`src/rtl/fsm_event_counter.sv`:
```
// Burst statistics for the sequence detector: counts rising edges of z in BCD,
// tracks current/longest burst length and drives two active-low 7-segment digits.
//
// state | meaning
// ------+-----------------------------------------------
// IDLE  | z low at the last edge, no burst in progress
// BURST | z high at the last edge, run_len counting up
module fsm_event_counter #(
    parameter int RUN_W = 4
) (
    input  logic             clk,
    input  logic             aclr,
    input  logic             z,
    input  logic             en,
    input  logic             clr,
    output logic             event_p,
    output logic [3:0]       bcd_ones,
    output logic [3:0]       bcd_tens,
    output logic             ovf,
    output logic [RUN_W-1:0] run_len,
    output logic [RUN_W-1:0] max_run,
    output logic [6:0]       hex0,
    output logic [6:0]       hex1
);

    typedef enum logic {
        IDLE  = 1'b0,
        BURST = 1'b1
    } state_t;

    localparam logic [RUN_W-1:0] RUN_MAX = '1;

    state_t           state;
    state_t           state_nxt;
    logic [RUN_W-1:0] run_nxt;
    logic             event_nxt;
    logic             count_inc;

    always_ff @(posedge clk) begin
        if (!aclr) begin
            state   <= IDLE;
            run_len <= '0;
            event_p <= 1'b0;
        end else begin
            state   <= state_nxt;
            run_len <= run_nxt;
            event_p <= event_nxt;
        end
    end

    always_comb begin
        state_nxt = state;
        run_nxt   = '0;
        event_nxt = 1'b0;
        case (state)
            IDLE: begin
                if (z) begin
                    state_nxt = BURST;
                    run_nxt   = RUN_W'(1);
                    event_nxt = 1'b1;
                end
            end
            BURST: begin
                if (z) begin
                    run_nxt = (run_len == RUN_MAX) ? RUN_MAX : run_len + RUN_W'(1);
                end else begin
                    state_nxt = IDLE;
                end
            end
            default: state_nxt = IDLE;
        endcase
    end

    // Only the burst start counts, so enabling mid-burst adds nothing.
    assign count_inc = event_nxt && en;

    always_ff @(posedge clk) begin
        if (!aclr || clr) begin
            bcd_ones <= 4'd0;
            bcd_tens <= 4'd0;
            ovf      <= 1'b0;
        end else if (count_inc) begin
            if (bcd_ones == 4'd9) begin
                bcd_ones <= 4'd0;
                if (bcd_tens == 4'd9) begin
                    bcd_tens <= 4'd0;
                    ovf      <= 1'b1;
                end else begin
                    bcd_tens <= bcd_tens + 4'd1;
                end
            end else begin
                bcd_ones <= bcd_ones + 4'd1;
            end
        end
    end

    // Compared against the next run_len so max_run lands on the same edge.
    always_ff @(posedge clk) begin
        if (!aclr || clr) begin
            max_run <= '0;
        end else if (en && (run_nxt > max_run)) begin
            max_run <= run_nxt;
        end
    end

    function automatic logic [6:0] seg_decode(input logic [3:0] digit);
        logic [6:0] seg;
        case (digit)
            4'd0:    seg = 7'b1000000;
            4'd1:    seg = 7'b1111001;
            4'd2:    seg = 7'b0100100;
            4'd3:    seg = 7'b0110000;
            4'd4:    seg = 7'b0011001;
            4'd5:    seg = 7'b0010010;
            4'd6:    seg = 7'b0000010;
            4'd7:    seg = 7'b1111000;
            4'd8:    seg = 7'b0000000;
            4'd9:    seg = 7'b0010000;
            default: seg = 7'b1111111;
        endcase
        return seg;
    endfunction

    assign hex0 = seg_decode(bcd_ones);
    assign hex1 = seg_decode(bcd_tens);

endmodule

```
`config.mk`:
```
export PLATFORM = sky130hd
export DESIGN_NAME = fsm_event_counter
export DESIGN_NICKNAME = d
export VERILOG_FILES = /design/src/rtl/fsm_event_counter.sv
export SDC_FILE = /design/constraint.sdc
export NUM_CORES = 1
export LEC_CHECK = 0
export BUFFER_PORTS_ARGS = -buffer_cell sky130_fd_sc_hd__buf_2
export CAP_MARGIN = 0
export CORE_MARGIN = 5
export CORE_UTILIZATION = 41
export DETAILED_ROUTE_END_ITERATION = 8
export SETUP_SLACK_MARGIN = 0.15
export SYNTH_ARGS = -nofsm -noshare
export SYNTH_HDL_FRONTEND = slang
export SYNTH_SLANG_ARGS = --single-unit
```
`constraint.sdc`:
```
create_clock -name clk -period 3.3 [get_ports clk]
set_clock_uncertainty 0.1 [all_clocks]
set_input_delay 0.165 -clock clk [delete_from_list [all_inputs] [get_ports clk]]
set_output_delay 0.165 -clock clk [all_outputs]
set_load 0.01 [all_outputs]
```
Word level (Yosys, flattened, before mapping)
Memories as Yosys holds them, arrays and structs flattened. A register that Yosys moved wholly into a read port is not among the register bits.
Index checks and enable logic that the tools add are counted.

word-level totals
  flip-flop bits (word level) = 19
  output and inout bits = 32
  bits of input ports = 5
  bits in read-only memories = 224
  memories = 2

memories
  memory            words  bits a word  rd ports  clocked after memory_dff  write ports  line  text
  (name not given)  16     7            1         1                         0            108   case (digit)
  (name not given)  16     7            1         1                         0            108

cells by class
  add/subtract/negate cells = 3
  $lt $le $gt $ge = 1
  bitwise operators = 1
  equal/unequal tests = 3
  multiplexer cells = 12
  reductions and logical operators = 6

operators with widths
  cell                   number
  $mux W4                8
  $add A4 B1 Y4 const B  3
  $eq A4 B4 Y1 const B   3
  $pmux W4 S2            1
  $gt A4 B4 Y1           1
  $mux W1                3
  $reduce_and A3 Y1      1
  $logic_and A1 B1 Y1    2
  $reduce_and A2 Y1      1
  $logic_not A1 Y1       1
  $logic_or A1 B1 Y1     1
  $not A1 Y1             1

Longest topological paths before layout
Gate-level depths: netlist of the first run.

  word-level depth = 6
  depth in mapped cells = 11

Least setup slack after synthesis of the first run
Ideal clock, no wire load.

  kind = register to register
  from = register bcd_ones[0]
  to = register hex0[4] (netlist name)
  buffers on the path = 0
  cell stages (with the launch flop) = 11
  data required time = 3.129 ns
  path slack = 0.819 ns
  data arrival time = 2.310 ns
  setup time = 0.071 ns
  period minus slack after synthesis = 2.481 ns
  cells stage by stage = dfxtp_1 > nand4b_1 > or3_1 > a21oi_2 > inv_1 > ha_1 > nand3b_1 > mux2_2 > o22ai_1 > nand2_1 > a21oi_1

on the way
  longest elaborated chain between the ends = 4

RTL lines
  element                                               line    text
  start: declaration                                    17      output logic [3:0] bcd_ones,
  start signal: assignment                              92      bcd_ones <= bcd_ones + 4'd1;
  $add A4 B1 Y4 / $eq A4 B4 Y1 (equally long branches)  92, 83
  $mux W4                                               83      if (bcd_ones == 4'd9) begin
  $mux W4 (no line) (*) (2 in a row)                    -

Every way passes the cells marked *; elsewhere a longest branch is shown, timed or not.
A chain may end at the register's enable or synchronous reset.

Worst setup path in the final report of the first run
  from = register bcd_ones[3]
  to = register hex1[5] (netlist name)

on the way
  longest elaborated chain between the ends = 4

RTL lines
  element                         line
  $eq A4 B4 Y1                    83
  $reduce_and A2 Y1 (no line)     -
  $mux W4 (no line) (2 in a row)  -

No other way between the ends.

==> flow_metrics.tcl, run 1 <==
set metrics [dict create \
    antenna_left 0 \
    irDropWorstVdd_uv 248 \
    drv_slew 0 \
    synth-seq-area-share_pct 35.1 \
    finalCritPeriodShare_pct 83.2 \
    cts_made_buffers 5 \
    synth_cell_types 53 \
    hold_viol 0 \
    drtIter0Drc 81 \
    coreArea_um2 4410 \
    area_growth_syn_to_layout_pct 17.1 \
    fmax_mhz 364 \
    cts_sinks 33 \
    ys_ff_latch 33 \
    cts-root-buf "clkbuf_8" \
    synth.largest_area_cell "dfxtp_1" \
    cp-end-kind "flop" \
    dr.pass1.iters 4 \
    avgSynthCellArea_um2 8.41 \
    synth_warnings 0 \
    max_slew_margin_pct 63.7 \
    drt_wl_total_um 4240 \
    whs_path_depth 2 \
    cts.clk_slew.worst_paths_ps 70 \
    cts_tree "built" \
    antennaDiodeCount 0 \
    criticalPathCategory "reg2reg" \
    die_h_um 77.8 \
    wl_per_cell_um 13.6 \
    p_leak_nw 0.903 \
    synth-main-ff-cell "dfxtp_1" \
    place_congestion 0.849 \
    rows 24 \
    cp_data_required_time_ps 3400 \
    clockBufferDepth 2 \
    netlist_area_um2 1880 \
    final_area_um2 2200 \
    dpl_cell_area_um2 2100 \
    dieArea_um2 6050 \
    post-cts-setup-buffers 0 \
    die_w_um 77.8 \
    tns_ps 0 \
    rsz0062_at_grt "no" \
    port_buffers 36 \
    setup_viol 0 \
    power.density_nw_per_um2 356 \
    arrival_ps 2850 \
    startpoint_type "flop" \
    status "completed" \
    clk-insertion-delay-late_ps 280 \
    antenna_found_initial 0 \
    synth.net_count 244 \
    worstMarginPinSlew_ps 543 \
    grt_max_degree 18 \
    synth_edf_count 0 \
    rr_worst_depth 9 \
    dpl.hpwl_um 3130 \
    gr-usage-all-layers_pct 15.2 \
    finalHoldWorstSlack_ps 52.5 \
    final_util_pct 49.9 \
    cp_slowest_cell "dfxtp_1" \
    initial_utilization_pct 42.7 \
    cp_max_fo 13 \
    cts_hold_buffers 0 \
    fillers 446 \
    cts-resized-gates 0 \
    synthMostInstantiatedCell "dfxtp_1" \
    min_path_type "in2reg" \
    grt_pass1_vias 1678 \
    ios 37 \
    synth_common_cells "33 x dfxtp_1, 29 x nor2_1, 18 x a21oi_1" \
    routed_via_density 5.36 \
    period_minus_slack_ps 2750 \
    drc_errors 0 \
    cp_slowest_stage_delay_ps 550 \
    grt_pass1_wl_um 7590 \
    regArea_um2 661 \
    cp_cell_sequence "and4bb_2 > nand2_1 > a211oi_1 > a21oi_1 > nand2b_1 > ha_1 > a2bb2o_4 > a221o_1 > a211oi_2" \
    grt.overflow.total 0 \
    drive_above_1_share_pct 22.3 \
    multi_input_area_um2 1120 \
    cap_violations 0 \
    synthArstFlopShare_pct 0 \
    num_vias 1672 \
    cts_htree_levels 2 \
    ys_top_cells_by_area "dfxtp_1 35%, ha_1 10%, nor2_1 5.8%" \
    nets 279 \
    synth_cells 224 \
    synth_top_area_share_pct 35.1 \
]
==> per-layer routing <==
layer  up-vias  GRT usage (%)  share of wire, %
met5         -              0                 0
met4         0           6.01               1.9
met3         8           4.17               4.6
met2        34           25.4                48
met1       778           18.5                46
li1        852              -                 -
==> registers in the layout, summed over array words and instances (netlist names) <==
name	flops
hex0	7
bcd_tens	4
state	1
event_p	1
bcd_ones	4
max_run	4
run_len	4
hex1	7
ovf	1
==> worst paths after layout <==
| kind | slack (ps) | to | startpoint |
|---|---|---|---|
| max | 550 | hex1[5]$_DFF_P_ | bcd_ones[3]$_SDFFE_PP0N_ |
| min | 50 | run_len[3]$_SDFF_PN0_ | aclr |
| max reg2reg | 550 | hex1[5]$_DFF_P_ | bcd_ones[3]$_SDFFE_PP0N_ |
| min reg2reg | 380 | ovf$_SDFFE_PP0P_ | ovf$_SDFFE_PP0P_ |
==> cells by family after synthesis <==
kind of cell | after synthesis | share of synthesized area, %
flops | 33 | 35.1
simple gates | 88 | 24.5
xor+xnor | 4 | 1.86
fa+ha+maj | 15 | 9.97
compound gates | 53 | 19.9
mux | 6 | 3.26
buf+inv | 25 | 5.52
==> critical path, delay by kind of cell, from the launching register on <==
kind / cells / cell delay, ps
AOI/OAI and AO/OA: 5 / 1030
adders and majority gates: 1 / 270
DFF: 1 / 550
and+or+nand+nor: 3 / 720
==> power by group <==
group | internal (mW) | switching [mW] | total [mW]
clock network | 0.188 | 0.147 | 0.335
logic | 0.0181 | 0.0244 | 0.0426
registers | 0.403 | 0.00324 | 0.406
total | 0.609 | 0.175 | 0.784
==> final cells by class <==
type / count / share of cell area (%)
clock buffers: 7 / 4.37
clock inverters: 1 / 0.227
inverters: 13 / 2.21
multi-input cells: 166 / 50.7
flip-flops and latches: 33 / 30.0
well taps: 52 / 2.95
repair buffers: 40 / 9.53
==> cells in the final DEF, fill, tap and decap left out, types with 3 or more instances in the layout <==
| cell type | Yosys | layout |
|---|---|---|
| buf_2 | 2 | 36 |
| dfxtp_1 | 33 | 33 |
| nor2_1 | 29 | 29 |
| a21oi_1 | 18 | 18 |
| nand2_1 | 15 | 15 |
| ha_1 | 15 | 15 |
| inv_1 | 13 | 13 |
| clkbuf_8 | 0 | 7 |
| nand3_1 | 6 | 6 |
| nor2b_1 | 6 | 6 |
| and2_1 | 6 | 6 |
| o21ai_0 | 5 | 5 |
| mux2i_1 | 5 | 5 |
| nand2b_1 | 4 | 4 |
| buf_4 | 0 | 4 |
| a31oi_1 | 3 | 3 |
| a211oi_1 | 3 | 3 |
| or3_1 | 3 | 3 |
| o21a_1 | 3 | 3 |
| xnor2_1 | 3 | 3 |
| nor3_1 | 3 | 3 |
==> stage by stage <==
step | instances | power, mW | setup WS, ps
finish | 312 | 0.784 | 554
global route | 312 | 0.822 | 238
global placement | 304 | 0.459 | 685
CTS | 312 | 0.799 | 563
floorplan | 224 | 0.442 | 819
detailed placement | 304 | 0.458 | 576
No activity file was read; power rests on OpenSTA's default activity.
==> run 2, diff against run 1 <==
==> constraint.sdc (replaced) <==
create_clock -name clk -period 2.5 [get_ports clk]
set_clock_uncertainty 0.1 [all_clocks]
set_input_delay 0.125 -clock clk [delete_from_list [all_inputs] [get_ports clk]]
set_output_delay 0.125 -clock clk [all_outputs]
set_load 0.01 [all_outputs]
==> run 2 against run 1 <==
Net effect:
- fmax increased by 21%
- critical endpoint is now hex0[4]$_DFF_P_
- total power grew 28%
- die area stayed put
- utilization grew 5.6 points
- largest cell class unchanged
==> flow_metrics.tcl, run 2 (same netlist as run 1, synthesis figures left out) <==
set metrics [dict create \
    cts_htree_levels 2 \
    reg2reg_to "hex0[4]$_DFF_P_" \
    startpoint_type "flop" \
    worstMarginPinSlew_ps 485 \
    rr_worst_depth 10 \
    place_congestion 0.848 \
    wl_per_cell_um 13.7 \
    rows 24 \
    max_slew_margin_pct 67.4 \
    p_leak_nw 1.02 \
    status "completed" \
    cap_violations 0 \
    grt_pass1_vias 1591 \
    nets 299 \
    cts_made_buffers 5 \
    fmax_mhz 440 \
    worstSetupStartpoint "state$_SDFF_PN0_" \
    antenna_left 0 \
    cts_tree "built" \
    min_path_type "in2reg" \
    drive_above_1_share_pct 34.6 \
    die_w_um 77.8 \
    cp-end-kind "flop" \
    grt.overflow.total 0 \
    setup_viol 0 \
    drtIter0Drc 91 \
    mostFrequentLayoutCells "36 x buf_2, 28 x nor2_1, 28 x dfxtp_1" \
    antennaDiodeCount 0 \
    gr-usage-all-layers_pct 15.0 \
    drv_slew 0 \
    clockBufferDepth 2 \
    cts-root-buf "clkbuf_8" \
    criticalPathCategory "reg2reg" \
    cts.clk_slew.worst_paths_ps 70 \
    routed_via_density 5.35 \
    cp_max_fo 6 \
    power.density_nw_per_um2 408 \
    grt_max_degree 17 \
    initial_utilization_pct 42.7 \
    die_h_um 77.8 \
    port_buffers 36 \
    period_minus_slack_ps 2270 \
    num_vias 1775 \
    arrival_ps 2390 \
    coreArea_um2 4410 \
    dr.pass1.iters 5 \
    dieArea_um2 6050 \
    grt_pass1_wl_um 7380 \
    ios 37 \
    cp_data_required_time_ps 2620 \
    r2r_slack_ps 230 \
    fin_ws_ps 229 \
    drc_errors 0 \
    dpl.hpwl_um 3390 \
    area_growth_syn_to_layout_pct 30.1 \
    drt_wl_total_um 4560 \
    tns_ps 0 \
    final_common_cell "buf_2" \
    rsz0062_at_grt "yes" \
    irDropWorstVdd_uv 260 \
    post-place-ws_ps 100 \
    clk-insertion-delay-late_ps 290 \
    hold_viol 0 \
    endpoint "hex0[4]$_DFF_P_" \
    r2r_start "state$_SDFF_PN0_" \
    antenna_found_initial 0 \
    cts_sinks 33 \
    finalCritPeriodShare_pct 90.9 \
]
-- run 2: changes by cell type in the layout (fill, tap and decap cells not counted), moves of 3 or more --
cell | previous run | this run
a211oi_2 | 1 | 4
ha_1 | 15 | 12
buf_4 | 4 | 23
a211oi_1 | 3 | 0
ha_4 | 0 | 3
dfxtp_2 | 0 | 5
dfxtp_1 | 33 | 28
-- run 2: final cells by class --
class                           count  area (um^2)
Clock buffer                        5         68.8
Clock inverter                      3         17.5
Tap cell                           52         65.1
Multi-Input combinational cell    166         1220
Timing Repair Buffer               60          363
Sequential cell                    33          667
Fill cell                         423         1960
Inverter                           13         48.8
-- run 2: worst min path at each step --
| stage | cells after the start | startpoint | to |
|---|---|---|---|
| 3_3_place_gp | 2 | aclr | run_len[3]$_SDFF_PN0_ |
| 5_1_grt | 3 | z | max_run[0]$_SDFFE_PP0P_ |
| 6_report | 3 | z | max_run[0]$_SDFFE_PP0P_ |
| 2_1_floorplan | 1 | aclr | run_len[1]$_SDFF_PN0_ |
| 4_1_cts | 3 | z | max_run[0]$_SDFFE_PP0P_ |
| 3_5_place_dp | 2 | aclr | run_len[3]$_SDFF_PN0_ |
-- run 2: worst max-delay path, stage by stage (launching register included) --
cell      delay, ps
dfxtp_2         340
nand4b_1        220
or3_4           440
a21oi_4         190
inv_2            80
ha_4            170
nand3b_1        140
mux2_2          270
o22ai_2          90
nand2_1          70
a21oi_1         110
-- run 2: through the flow --
step                      hold slack [ps]  instance area [um^2]  total power, mW  std cells  utilization [%]
after detailed placement              299                  2230            0.610        317             50.4
after global placement                298                  2230            0.610        317             50.4
after CTS                            33.6                  2340             1.01        328             53.1
after floorplan                       147                  1910            0.584        224                -
final                                42.1                  2450             1.00        332             55.5
after global routing                 30.7                  2450             1.05        332             55.5
-- run 2: report_power, final --
group          internal (mW)  switching, mW  leakage, nW
clock                  0.192          0.206       0.0439
sequential             0.532        0.00420        0.269
combinational         0.0288         0.0368        0.706
total                  0.753          0.247         1.02
-- run 2: routing by layer --
metal  track usage, %  share of wire [%]
met1             18.3                 44
met3             4.28                4.7
met2             24.5                 50
met4             6.19                1.7
met5                0                  0
-- run 2: what timing repair did --
| item | in CTS | in global routing |
|---|---|---|
| buffers inserted | 2 | 4 |
| pin swaps | 1 | 11 |
| resized for setup | 1 | 17 |
| hold buffers | 1 | 0 |
| setup endpoints to repair | 1 | 8 |
| hold endpoints to repair | 2 | 0 |
